===== src/rtl/spi_timer_pkg.sv =====
// Shared constants and frame layout for the SPI timer configuration slave.
package spi_timer_pkg;

    localparam logic [6:0]  ADDR_VALUE = 7'h01;
    localparam logic [6:0]  ADDR_CTRL  = 7'h02;
    localparam int unsigned FRAME_BITS = 24;
    localparam int unsigned CMD_BITS   = 8;
    localparam int unsigned DATA_BITS  = FRAME_BITS - CMD_BITS;
    localparam int unsigned CNT_W      = 5;

    typedef struct packed {
        logic       rd;
        logic [6:0] addr;
    } cmd_t;

    typedef struct packed {
        cmd_t                 cmd;
        logic [DATA_BITS-1:0] data;
    } frame_t;

endpackage


===== src/rtl/spi_sync_edge.sv =====
// Multi-flop synchroniser for an async pin with registered rise/fall pulses.
module spi_sync_edge #(
    parameter int unsigned SYNC_STAGES = 2
) (
    input  logic clk,
    input  logic rst_n,
    input  logic d,
    output logic rise,
    output logic fall
);

    logic [SYNC_STAGES-1:0] sync_q;
    logic                   last_q;

    // Chain clears to 0, so a pin already high after reset yields one rise pulse.
    always_ff @(posedge clk) begin
        if (!rst_n) begin
            sync_q <= '0;
            last_q <= 1'b0;
            rise   <= 1'b0;
            fall   <= 1'b0;
        end else begin
            sync_q <= {sync_q[SYNC_STAGES-2:0], d};
            last_q <= sync_q[SYNC_STAGES-1];
            rise   <= sync_q[SYNC_STAGES-1] & ~last_q;
            fall   <= ~sync_q[SYNC_STAGES-1] & last_q;
        end
    end

endmodule


===== src/rtl/spi_timer_cfg.sv =====
// SPI mode-0 slave that writes and reads back the period counter's compare value
// and restart control, oversampled in the fabric clock.
module spi_timer_cfg
    import spi_timer_pkg::*;
#(
    parameter int unsigned       SYNC_STAGES = 2,
    parameter int unsigned       DATA_W      = 16,
    parameter logic [DATA_W-1:0] VALUE_RST   = 16'd0
) (
    input  logic              clk,
    input  logic              rst_n,
    input  logic              spi_sck,
    input  logic              spi_cs_n,
    input  logic              spi_mosi,
    output logic              spi_miso,
    input  logic              cnt_out,
    output logic [DATA_W-1:0] value,
    output logic              restart,
    output logic              cfg_stb
);

    logic                  sck_rise;
    logic                  sck_fall;
    logic                  cs_rise;
    logic                  cs_fall;
    logic [SYNC_STAGES:0]  mosi_sync;
    logic                  mosi_bit;
    logic                  armed;
    logic                  in_frame;
    logic                  rd_active;
    logic [CNT_W-1:0]      bit_cnt;
    logic [FRAME_BITS-2:0] shift_in;
    logic [DATA_W-1:0]     shift_out;
    frame_t                frame_c;
    cmd_t                  cmd_c;
    logic [DATA_W-1:0]     rd_word_c;

    spi_sync_edge #(.SYNC_STAGES(SYNC_STAGES)) u_sck_sync (
        .clk   (clk),
        .rst_n (rst_n),
        .d     (spi_sck),
        .rise  (sck_rise),
        .fall  (sck_fall)
    );

    spi_sync_edge #(.SYNC_STAGES(SYNC_STAGES)) u_cs_sync (
        .clk   (clk),
        .rst_n (rst_n),
        .d     (spi_cs_n),
        .rise  (cs_rise),
        .fall  (cs_fall)
    );

    // One extra mosi stage keeps data aligned with the registered sck edge pulses.
    assign mosi_bit = mosi_sync[SYNC_STAGES];
    assign frame_c  = {shift_in, mosi_bit};
    assign cmd_c    = {shift_in[CMD_BITS-2:0], mosi_bit};

    always_comb begin
        rd_word_c = '0;
        case (cmd_c.addr)
            ADDR_VALUE: rd_word_c = value;
            ADDR_CTRL:  rd_word_c = DATA_W'({cnt_out, restart});
            default:    rd_word_c = '0;
        endcase
    end

    always_ff @(posedge clk) begin
        if (!rst_n) begin
            mosi_sync <= '0;
            armed     <= 1'b0;
            in_frame  <= 1'b0;
            rd_active <= 1'b0;
            bit_cnt   <= '0;
            shift_in  <= '0;
            shift_out <= '0;
            spi_miso  <= 1'b0;
            value     <= VALUE_RST;
            restart   <= 1'b0;
            cfg_stb   <= 1'b0;
        end else begin
            mosi_sync <= {mosi_sync[SYNC_STAGES-1:0], spi_mosi};
            cfg_stb   <= 1'b0;
            if (cs_rise) begin
                // End of frame or abort: partial frames are simply dropped.
                armed     <= 1'b1;
                in_frame  <= 1'b0;
                rd_active <= 1'b0;
                bit_cnt   <= '0;
                spi_miso  <= 1'b0;
            end else if (cs_fall) begin
                in_frame  <= armed;
                rd_active <= 1'b0;
                bit_cnt   <= '0;
                shift_in  <= '0;
                shift_out <= '0;
                spi_miso  <= 1'b0;
            end else if (in_frame) begin
                if (sck_rise && (bit_cnt < CNT_W'(FRAME_BITS))) begin
                    shift_in <= {shift_in[FRAME_BITS-3:0], mosi_bit};
                    bit_cnt  <= bit_cnt + CNT_W'(1);
                    if ((bit_cnt == CNT_W'(CMD_BITS - 1)) && cmd_c.rd) begin
                        rd_active <= 1'b1;
                        shift_out <= rd_word_c;
                    end
                    if ((bit_cnt == CNT_W'(FRAME_BITS - 1)) && !frame_c.cmd.rd) begin
                        case (frame_c.cmd.addr)
                            ADDR_VALUE: begin
                                value   <= DATA_W'(frame_c.data);
                                cfg_stb <= 1'b1;
                            end
                            ADDR_CTRL: begin
                                restart <= frame_c.data[0];
                                cfg_stb <= 1'b1;
                            end
                            default: ;
                        endcase
                    end
                end
                if (sck_fall) begin
                    if (rd_active && (bit_cnt >= CNT_W'(CMD_BITS))
                                  && (bit_cnt < CNT_W'(FRAME_BITS))) begin
                        spi_miso  <= shift_out[DATA_W-1];
                        shift_out <= {shift_out[DATA_W-2:0], 1'b0};
                    end else begin
                        spi_miso  <= 1'b0;
                    end
                end
            end
        end
    end

endmodule


===== config.mk =====
export PLATFORM = sky130hd
export DESIGN_NAME = spi_timer_cfg
export DESIGN_NICKNAME = d
export VERILOG_FILES = /design/src/rtl/spi_timer_pkg.sv /design/src/rtl/spi_sync_edge.sv /design/src/rtl/spi_timer_cfg.sv
export SDC_FILE = /design/constraint.sdc
export NUM_CORES = 1
export LEC_CHECK = 0
export BUFFER_PORTS_ARGS = -buffer_cell sky130_fd_sc_hd__buf_2
export CORE_AREA = 2 2 91 93
export CTS_BUF_LIST = sky130_fd_sc_hd__clkbuf_16
export DETAILED_ROUTE_END_ITERATION = 8
export DIE_AREA = 0 0 93 95
export PLACE_DENSITY_LB_ADDON = 0.15
export SLEW_MARGIN = 20
export SYNTH_ARGS = -nofsm -noshare
export SYNTH_HDL_FRONTEND = slang
export SYNTH_HIERARCHICAL = 1
export SYNTH_SLANG_ARGS = --single-unit

===== constraint.sdc =====
create_clock -name clk -period 2.5 [get_ports clk]
set_clock_uncertainty 0.15 [all_clocks]
set_input_delay 0.5 -clock clk [delete_from_list [all_inputs] [get_ports clk]]
set_output_delay 0.5 -clock clk [all_outputs]
set_load 0.1 [all_outputs]

==> impl_metrics.ini <==
[outcome]
status = completed

[detailed_routing]
ant_nets = 0
drt-wirelength-per-cell_microns = 15.0
drt_first_pass_iters = 4
drtIter0Drc = 95
wl_met1_microns = 3430
drc_errors = 0
vias = 2358
wl_met3_microns = 230
met2_length_microns = 2920
wl_microns = 6680
top_layer = met4
via_per_inst = 5.31

[logic_synthesis]
syn_nets = 318
synthAdderAreaFrac_pct = 0.406
synth.cell_area_sq_um = 3080
synth_compound_gate_area_share_pct = 19.9
ys_seq_elements = 79
avgSynthCellArea_sq_um = 9.92
yosys-mux-area-fraction_pct = 5.52
synth_edf_count = 0
synth-seq-area-share_pct = 51.3
synth_cells = 311
ys_types = 52
yosysTopAreaCellShare_pct = 51.3
synth_area_leaders = dfxtp_1 (51%), a22oi_1 (6.3%), mux2i_1 (5.5%)
ys_top_cells_by_count = dfxtp_1 (79), nand2_1 (45), a22oi_1 (26)
async_flop_share_pct = 0
synth_top_area_cell = dfxtp_1
yosysMostFrequentCell = dfxtp_1
synth_flop_cell = dfxtp_1
synth_top_family_by_area = compound AO/OA/AOI/OAI gates
yosys_warnings = 6
synthSimpleGateAreaFrac_pct = 17.4
synth_xor_area_share_pct = 1.42

[worst_setup_path]
worstPathMaxFanout = 16
r2r_start = bit_cnt[0]
rr_endpoint = value[10]
critPathMaxStageDelay_ns = 0.36
crit_path_start = bit_cnt[0]
cp.arrival_ns = 2.23
setup.worst_path.end = value[10]
endpoint_kind = flop
critPathRequiredTime_ns = 2.62
regToRegSetupSlack_ns = 0.39
crit_path_top_delay_cell = dfxtp_1
crit_chain = ha_1 -> and3b_2 -> nand4_2 -> nor4b_4 -> buf_4 -> mux2i_1
reg2reg_depth = 6
path_class = flop to flop
worstSetupStartpointType = flop

[die]
initial_core_util_pct = 38.9
die_x_microns = 93
rows = 33
ios = 25
core_sq_um = 7930
dieHeight_microns = 95
die_area_sq_um = 8840

[final_layout]
drive_gt1_share_pct = 17.7
syn_to_final_growth_pct = 16.3
n_antenna_cell = 0
layout.nets = 341

[global_routing]
grt_max_degree = 42
grt_pass1_wl_microns = 11200
grt_antenna_before_repair = 0
grt_pass1_vias = 2224
grt_overflow = 0
grt_util_all_layers_pct = 16.4

[pwr]
total_power_w = 0.00262
power.leakage_nw = 1.27
power_density_nw_per_um2 = 730
ir_drop_mv = 0.309

[clock_tree]
postCtsSetupRepairBufs = 0
cts_tree = yes
cts_resized = 0
clk_latency_ns = 0.34
clockBufferDepth = 2
cts-htree-levels = 3
numClockSinks = 79
hold_buffers = 0
cts-root-buf = clkbuf_16
clk_transition_reported_paths_ns = 0.06
cts_buffers = 9

[place]
place_ws_ns = 0.353
hpwl_microns = 4570
io_buffers = 24
gp_congestion = 0.771

[timing]
setup_viol = 0
min_period_ns = 2.11
tightestPinTransition_ns = 0.501
period_share_pct = 84.6
report.final.slew_viol_count = 0
final.setup.worst_slack_ns = 0.386
setup_tns_ns = 0
rsz0062_at_grt = no
hold_viol_final = 0
fmax_ghz = 0.473
slew_headroom_pct = 66.5

[hold_path]
hold_class = input port to flop

[run]
cap_violations = 0
cell usage in the layout (no fill, tap or decap), types with 2 or more instances in the layout:
cell / n
a21boi_0: 2
a21oi_1: 3
a22o_1: 17
a22oi_1: 26
a311oi_1: 2
and2_1: 6
and2_2: 6
and3b_1: 5
buf_2: 24
buf_4: 7
clkbuf_16: 9
clkinvlp_4: 3
dfxtp_1: 79
inv_1: 4
mux2i_1: 17
nand2_1: 45
nand3_1: 2
nor2_1: 13
nor2b_1: 2
nor3_1: 2
nor4_1: 4
o21ai_0: 18
o22ai_1: 6
or3_1: 2
or4_1: 2
xnor2_1: 4
area by class of cell:
type                       instances  area [sq um]
clock buffer                       9           225
clock inverter                     7          73.8
fill                             807          4340
inverter                           4          15.0
multi-input combinational        209          1390
sequential                        79          1580
tap                              105           131
timing repair buffer              31           173
per-stage QoR:
| stage | hold slack, ns | util (%) | instance area [sq um] | std cells |
|---|---|---|---|---|
| 4_1_cts | 0.219 | 45.2 | 3590 | 444 |
| 6_report | 0.222 | 45.2 | 3590 | 444 |
| 2_1_floorplan | 0.262 | - | 3080 | 311 |
| 3_3_place_gp | 0.265 | 41.5 | 3290 | 428 |
| 5_1_grt | 0.224 | 45.2 | 3590 | 444 |
| 3_5_place_dp | 0.269 | 41.5 | 3290 | 428 |
cells by family (layout without fill, tap and decap cells):
logic type | Yosys count | count (layout)
AOI/OAI and AO/OA | 86 | 86
xor gates and xnor gates | 5 | 5
adders and majority gates | 1 | 1
buffers and inverters | 23 | 51
DFF | 79 | 79
muxes | 17 | 17
and+or+nand+nor | 100 | 100
routing by layer:
| layer | vias up | GRT usage, % |
|---|---|---|
| met5 | - | 0 |
| met4 | 0 | 7.60 |
| met3 | 9 | 2.95 |
| met2 | 51 | 24.8 |
| met1 | 1119 | 22.7 |
| li1 | 1179 | - |
power breakdown:
part / internal (W) / total [W] / leakage (nW) / switching [W]
sequential: 0.00127 / 0.00127 / 0.638 / 0.00000440
combinational: 0.0000167 / 0.0000502 / 0.489 / 0.0000335
clock: 0.000774 / 0.00130 / 0.139 / 0.000522
worst max-delay path, delay by kind of cell, from the launching register on:
| kind | cells | cell delay [ns] |
|---|---|---|
| fa+ha+maj | 1 | 0.20 |
| buf+inv | 1 | 0.33 |
| simple gates | 3 | 0.75 |
| flops | 1 | 0.36 |
| mux | 1 | 0.22 |
flip-flops by register name, indices dropped and copies added (netlist names), 2 cells and up:
name               flops
mosi_sync              3
u_cs_sync/sync_q       2
u_sck_sync/sync_q      2
value                 16
shift_out             16
shift_in              23
bit_cnt                5
worst min-delay path by stage:
stage	startpoint	end	slack, ns	depth (start not counted)
after floorplan	mosi_sync[0]	mosi_sync[1]	0.26	1
after CTS	spi_cs_n	u_cs_sync/sync_q[0]	0.22	2
after global routing	spi_sck	u_sck_sync/sync_q[0]	0.22	2
after detailed placement	mosi_sync[1]	mosi_sync[2]	0.27	1
after global placement	mosi_sync[0]	mosi_sync[1]	0.26	1
final	spi_mosi	mosi_sync[0]	0.22	2
No activity file was read; power rests on OpenSTA's default activity.
